### src/rtl/load_store_unit.sv
// ---------------------------------------------------------------------------
// load_store_unit
//
// Multi-cycle load/store unit for the RV32IC core. It forms the effective
// address base + offset (wrapping modulo 2^32) and performs one byte,
// halfword or word access on the data memory. Load results come back as a
// registered write-back that the register file samples on the falling edge.
//
// Ports
//   clk, rst        clock (rising edge) and synchronous active-high reset
//   start           request pulse from execute, sampled only while idle
//   is_load         1 = load, 0 = store
//   funct3          000 B, 001 H, 010 W, 100 BU, 101 HU
//   base, offset    rs1 value and sign-extended immediate
//   store_data      rs2 value
//   rd_in           load destination register
//   busy            high whenever the unit is not idle
//   done            one-cycle completion pulse
//   fault           one-cycle pulse with done for misaligned/illegal accesses
//   wb_en/rd/data   register-file write port (wb_en suppressed for x0)
//   mem_*           data-memory request channel
//   dbgState        current FSM state (IDLE=0, REQ=1, DONE=2, FAULT=3)
//
// Memory handshake: mem_req rises with mem_addr/mem_be/mem_we/mem_wdata
// already valid and all of them stay frozen until the first cycle in which
// mem_ack is sampled high; that cycle also carries valid mem_rdata and
// completes the transfer. mem_ack is ignored whenever mem_req is low.
// ---------------------------------------------------------------------------
module load_store_unit #(
   parameter int XLEN = 32
) (
   input  logic            clk,
   input  logic            rst,
   input  logic            start,
   input  logic            is_load,
   input  logic [2:0]      funct3,
   input  logic [XLEN-1:0] base,
   input  logic [XLEN-1:0] offset,
   input  logic [XLEN-1:0] store_data,
   input  logic [4:0]      rd_in,
   output logic            busy,
   output logic            done,
   output logic            fault,
   output logic            wb_en,
   output logic [4:0]      wb_rd,
   output logic [XLEN-1:0] wb_data,
   output logic            mem_req,
   output logic            mem_we,
   output logic [XLEN-1:0] mem_addr,
   output logic [3:0]      mem_be,
   output logic [XLEN-1:0] mem_wdata,
   input  logic            mem_ack,
   input  logic [XLEN-1:0] mem_rdata,
   output logic [1:0]      dbgState
);

   localparam logic [1:0] IDLE  = 2'd0;
   localparam logic [1:0] REQ   = 2'd1;
   localparam logic [1:0] DONE  = 2'd2;
   localparam logic [1:0] FAULT = 2'd3;

   logic [1:0]      state;

   // Request context captured at start; only what the load path needs later.
   logic [1:0]      laneQ;
   logic [2:0]      funct3Q;
   logic            isLoadQ;
   logic [4:0]      rdQ;

   logic [XLEN-1:0] ea;
   logic            isHalf;
   logic            isWord;
   logic            illegalOp;
   logic            misaligned;
   logic            accessFault;
   logic [3:0]      beNext;
   logic [XLEN-1:0] wdataNext;
   logic [XLEN-1:0] shifted;
   logic [XLEN-1:0] loadResult;

   assign dbgState = state;

   // Address decode and store-lane formatting, evaluated on the live inputs
   // so everything can be registered in the start cycle.
   always_comb begin
      ea          = base + offset;
      isHalf      = (funct3[1:0] == 2'b01);
      isWord      = (funct3 == 3'b010);
      // 011, 11x are undefined; BU/HU only make sense as loads.
      illegalOp   = (funct3 == 3'b011) || (funct3[2:1] == 2'b11) ||
                    (!is_load && funct3[2]);
      misaligned  = (isHalf && ea[0]) || (isWord && (ea[1:0] != 2'b00));
      accessFault = illegalOp || misaligned;

      beNext    = 4'b1111;
      wdataNext = store_data;
      case (funct3[1:0])
         2'b00: begin
            beNext    = 4'b0001 << ea[1:0];
            wdataNext = {4{store_data[7:0]}};
         end
         2'b01: begin
            beNext    = 4'b0011 << ea[1:0];
            wdataNext = {2{store_data[15:0]}};
         end
         default: begin
            beNext    = 4'b1111;
            wdataNext = store_data;
         end
      endcase
   end

   // Load extraction: move the addressed lane down to bit 0, then extend.
   always_comb begin
      shifted = mem_rdata >> {laneQ, 3'b000};
      case (funct3Q)
         3'b000:  loadResult = {{(XLEN-8){shifted[7]}}, shifted[7:0]};
         3'b001:  loadResult = {{(XLEN-16){shifted[15]}}, shifted[15:0]};
         3'b100:  loadResult = {{(XLEN-8){1'b0}}, shifted[7:0]};
         3'b101:  loadResult = {{(XLEN-16){1'b0}}, shifted[15:0]};
         default: loadResult = shifted;
      endcase
   end

   always_ff @(posedge clk) begin
      if (rst) begin
         state     <= IDLE;
         busy      <= 1'b0;
         done      <= 1'b0;
         fault     <= 1'b0;
         wb_en     <= 1'b0;
         wb_rd     <= 5'd0;
         wb_data   <= '0;
         mem_req   <= 1'b0;
         mem_we    <= 1'b0;
         mem_addr  <= '0;
         mem_be    <= 4'b0000;
         mem_wdata <= '0;
         laneQ     <= 2'b00;
         funct3Q   <= 3'b000;
         isLoadQ   <= 1'b0;
         rdQ       <= 5'd0;
      end else begin
         // Pulse outputs default low; they are raised for exactly one cycle.
         done  <= 1'b0;
         fault <= 1'b0;
         wb_en <= 1'b0;
         case (state)
            IDLE: begin
               if (start) begin
                  laneQ   <= ea[1:0];
                  funct3Q <= funct3;
                  isLoadQ <= is_load;
                  rdQ     <= rd_in;
                  busy    <= 1'b1;
                  if (accessFault) begin
                     // Faulting accesses never touch memory.
                     state <= FAULT;
                     done  <= 1'b1;
                     fault <= 1'b1;
                  end else begin
                     state     <= REQ;
                     mem_req   <= 1'b1;
                     mem_we    <= !is_load;
                     mem_addr  <= {ea[XLEN-1:2], 2'b00};
                     mem_be    <= beNext;
                     mem_wdata <= wdataNext;
                  end
               end
            end
            REQ: begin
               if (mem_ack) begin
                  state   <= DONE;
                  mem_req <= 1'b0;
                  mem_we  <= 1'b0;
                  done    <= 1'b1;
                  if (isLoadQ) begin
                     // x0 loads still access memory; only the write is dropped.
                     wb_en   <= (rdQ != 5'd0);
                     wb_rd   <= rdQ;
                     wb_data <= loadResult;
                  end
               end
            end
            DONE: begin
               state <= IDLE;
               busy  <= 1'b0;
            end
            FAULT: begin
               state <= IDLE;
               busy  <= 1'b0;
            end
            default: begin
               state <= IDLE;
               busy  <= 1'b0;
            end
         endcase
      end
   end

endmodule

### config.mk
export PLATFORM = sky130hd
export DESIGN_NAME = load_store_unit
export DESIGN_NICKNAME = d
export VERILOG_FILES = /design/src/rtl/load_store_unit.sv
export SDC_FILE = /design/constraint.sdc
export NUM_CORES = 1
export LEC_CHECK = 0
export BUFFER_PORTS_ARGS = -buffer_cell sky130_fd_sc_hd__buf_2
export CAP_MARGIN = 5
export CORE_MARGIN = 2
export CORE_UTILIZATION = 45
export DETAILED_ROUTE_END_ITERATION = 7
export PLACE_DENSITY = 0.8
export SYNTH_ARGS = -nofsm -noshare
export SYNTH_HDL_FRONTEND = slang
export SYNTH_SLANG_ARGS = --single-unit
### constraint.sdc
create_clock -name clk -period 2.8 [get_ports clk]
set_clock_uncertainty 0.05 [all_clocks]
set_input_delay 0.42 -clock clk [delete_from_list [all_inputs] [get_ports clk]]
set_output_delay 0.42 -clock clk [all_outputs]
set_load 0.005 [all_outputs]
==> reports/qor.txt <==
Vias per inst - 5.62
Unrepaired setup endpoints after global routing - false
Total gr overflow - 0
Post-synth top area cell - dfxtp_1
DIE WIDTH - 127 um
Post-synth EDFFs - 0
Die area - 16,200 um^2
Tmin final - 2.39 ns
Crit path kind - in2reg
Warnings from Yosys - 0
Setup tns final - 0 ns
Initial DRC count - 455
Antenna Cells - 0
Drt wl/cell - 16.2 um
Vias in the first global route - 6,856
Drt pass-1 iters - 5
Postcts setup bufs - 0
Area of the multi-input gates - 4110 um^2
Leakage power - 4.19 nW
Hold Slack - 0.198 ns
DP Wirelength - 16,100 um
DRC - 0
Layout overhead on the synthesized area - 31.8%
Worst setup SP type - input pin
Routability cong. - 0.883
VDD IR-drop max - 0.478 mV
Worst Max-Slew Pin Slew - 0.648 ns
Post-synth top area share - 0.357
Post-layout util - 0.599
Most frequent cells in the layout - buf_2 (250), nand2_1 (175), dfxtp_1 (122), a21oi_1 (111), o21ai_0 (73)
CTS Root Cell - clkbuf_16
Cts hold-fix bufs - 0
Clock Pin Slew Worst Setup and Hold Paths - 0.06 ns
Most common cell after layout, fill and taps aside - buf_2
Core ar. - 15,000 um^2
Clock Tree Buf Depth - 2
Post-CTS sizing - 0
Synthesis-stage register bit count - 122
Syn Std Cell Area - 6840 um^2
Worst hold path class - in2reg
Antenna violations before repair - 0
Rows - 45
Final Power - 5.32 mW
TritonCTS buffer count - 17
Sink Count - 122
Fmax - 0.418 GHz
Syn Area/Cell - 7.79 um^2
Synth unique cells - 62
Total Nets Final - 1,296
Tcrit/Tclk final - 0.854
Seq. cell area - 2440 um^2
Total length of routed wires - 21,400 um
Synth Flop Type - dfxtp_1
Arr. time, crit path - 2.64 ns
CP Max Fanout - 3
Final hold vios - 0
# setup viols final - 0
# fillers - 1,332
PD cells - 591 nW/um^2
Synth area leaders - dfxtp_1 (36%), nand2_1 (9.7%), a21oi_1 (8.1%), ha_1 (5.7%), o21ai_0 (5.3%)
Clock Latency Late Sink - 0.41 ns
Die height - 127 um
# Max-Cap Violations - 0
I/O Pins - 254
Initial Utilization - 0.455
Status - complete, no violations
Largest net degree at the start of global routing - 55
Syn Inst Count - 878
GRT Total Usage - 0.257
Post-synthesis sequential area ratio - 0.357
First-pass GRT wire length - 33,600 um
Slew Limit Fails - 0
Remaining antenna violation count after routing - 0
Worst Path Required - 3.04 ns
Layout cell share with drive strength beyond 1 - 0.304
CTS tree - yes
Relative slew slack - 0.565
CTS H-tree lvls - 4
Port Buf Inserts - 251
CP Capture Type - flip-flop
Post-synthesis async set-or-reset flop share - 0
Via count - 7,445
metal layers:
metal  track usage  share of wire
met4        0.0995          0.024
met3        0.0528          0.067
met2         0.437           0.48
met5             0              0
met1         0.321           0.43
area by class of cell:
cell class	count	share of cell area
timing repair buffer	285	0.171
tap	188	0.0261
inverter	11	0.00458
clock buffer	20	0.0507
clock inverter	12	0.0207
multi-input combinational	686	0.456
sequential	122	0.271
cell usage after synthesis, types with 3 or more instances:
cell and n:
a311oi_1 8, nor2b_1 4, a21o_1 18, o211ai_1 9, nand2b_1 3, xnor2_1 11
nand2_1 176, nor3_1 16, a31oi_1 11, a211oi_1 21, dfxtp_1 122, xor2_1 10
nor4_1 3, o21ai_0 73, ha_1 31, mux2i_1 35, nand4_1 4, o21bai_1 7
clkbuf_1 35, a21oi_1 111, nor2_1 57, and3_1 7, buf_1 9, or2_2 5
buf_2 13, mux2_2 8, inv_1 10, nand3_1 12
worst max-delay path, stage by stage:
cell and delay, ns:
buf_2 0.10, ha_1 0.21, fa_1 0.40, a211oi_1 0.25
nor2_1 0.12, o2111ai_1 0.24, a211oi_1 0.15, or2_2 0.33
a21oi_1 0.18, xor2_1 0.15, o21ai_0 0.08
final timing paths:
kind	slack, ns	depth (start not counted)	startpoint	endpoint
worst max-delay path	0.41	11	offset[0]	mem_addr[20]
worst min-delay path	0.20	3	rd_in[0]	rdQ[0]
worst max register to register	0.70	6	laneQ[0]	wb_data[25]
worst min register to register	0.40	2	mem_wdata[25]	mem_wdata[25]
report_power, final:
group / switching (mW) / leakage [nW] / internal [mW]
combinational: 0.610 / 2.88 / 0.459
clock: 0.820 / 0.316 / 1.55
sequential: 0.0602 / 0.991 / 1.83
registers in the layout, summed over array words and instances, names as in the netlist, 2 cells and up:
name,cells
funct3Q,3
mem_wdata,32
wb_rd,5
mem_be,4
rdQ,5
wb_data,32
laneQ,2
dbgState,2
mem_addr,30
per-stage QoR:
step | area, um^2 | setup slack (ns) | cells
floorplan | 6840 | 0.124 | 879
global placement | 8360 | 0.0131 | 1292
detailed placement | 8360 | 0.00263 | 1292
CTS | 9010 | 0.437 | 1324
global route | 9010 | 0.245 | 1324
finish | 9010 | 0.408 | 1324
cells by family after synthesis:
group	share of synthesized area
and+or+nand+nor	0.187
AOI/OAI and AO/OA	0.261
DFF	0.357
buffers and inverters	0.0436
muxes	0.0644
adders and majority gates	0.0597
xor gates and xnor gates	0.0269
other	0.000549
No activity file was read; power rests on OpenSTA's default activity.
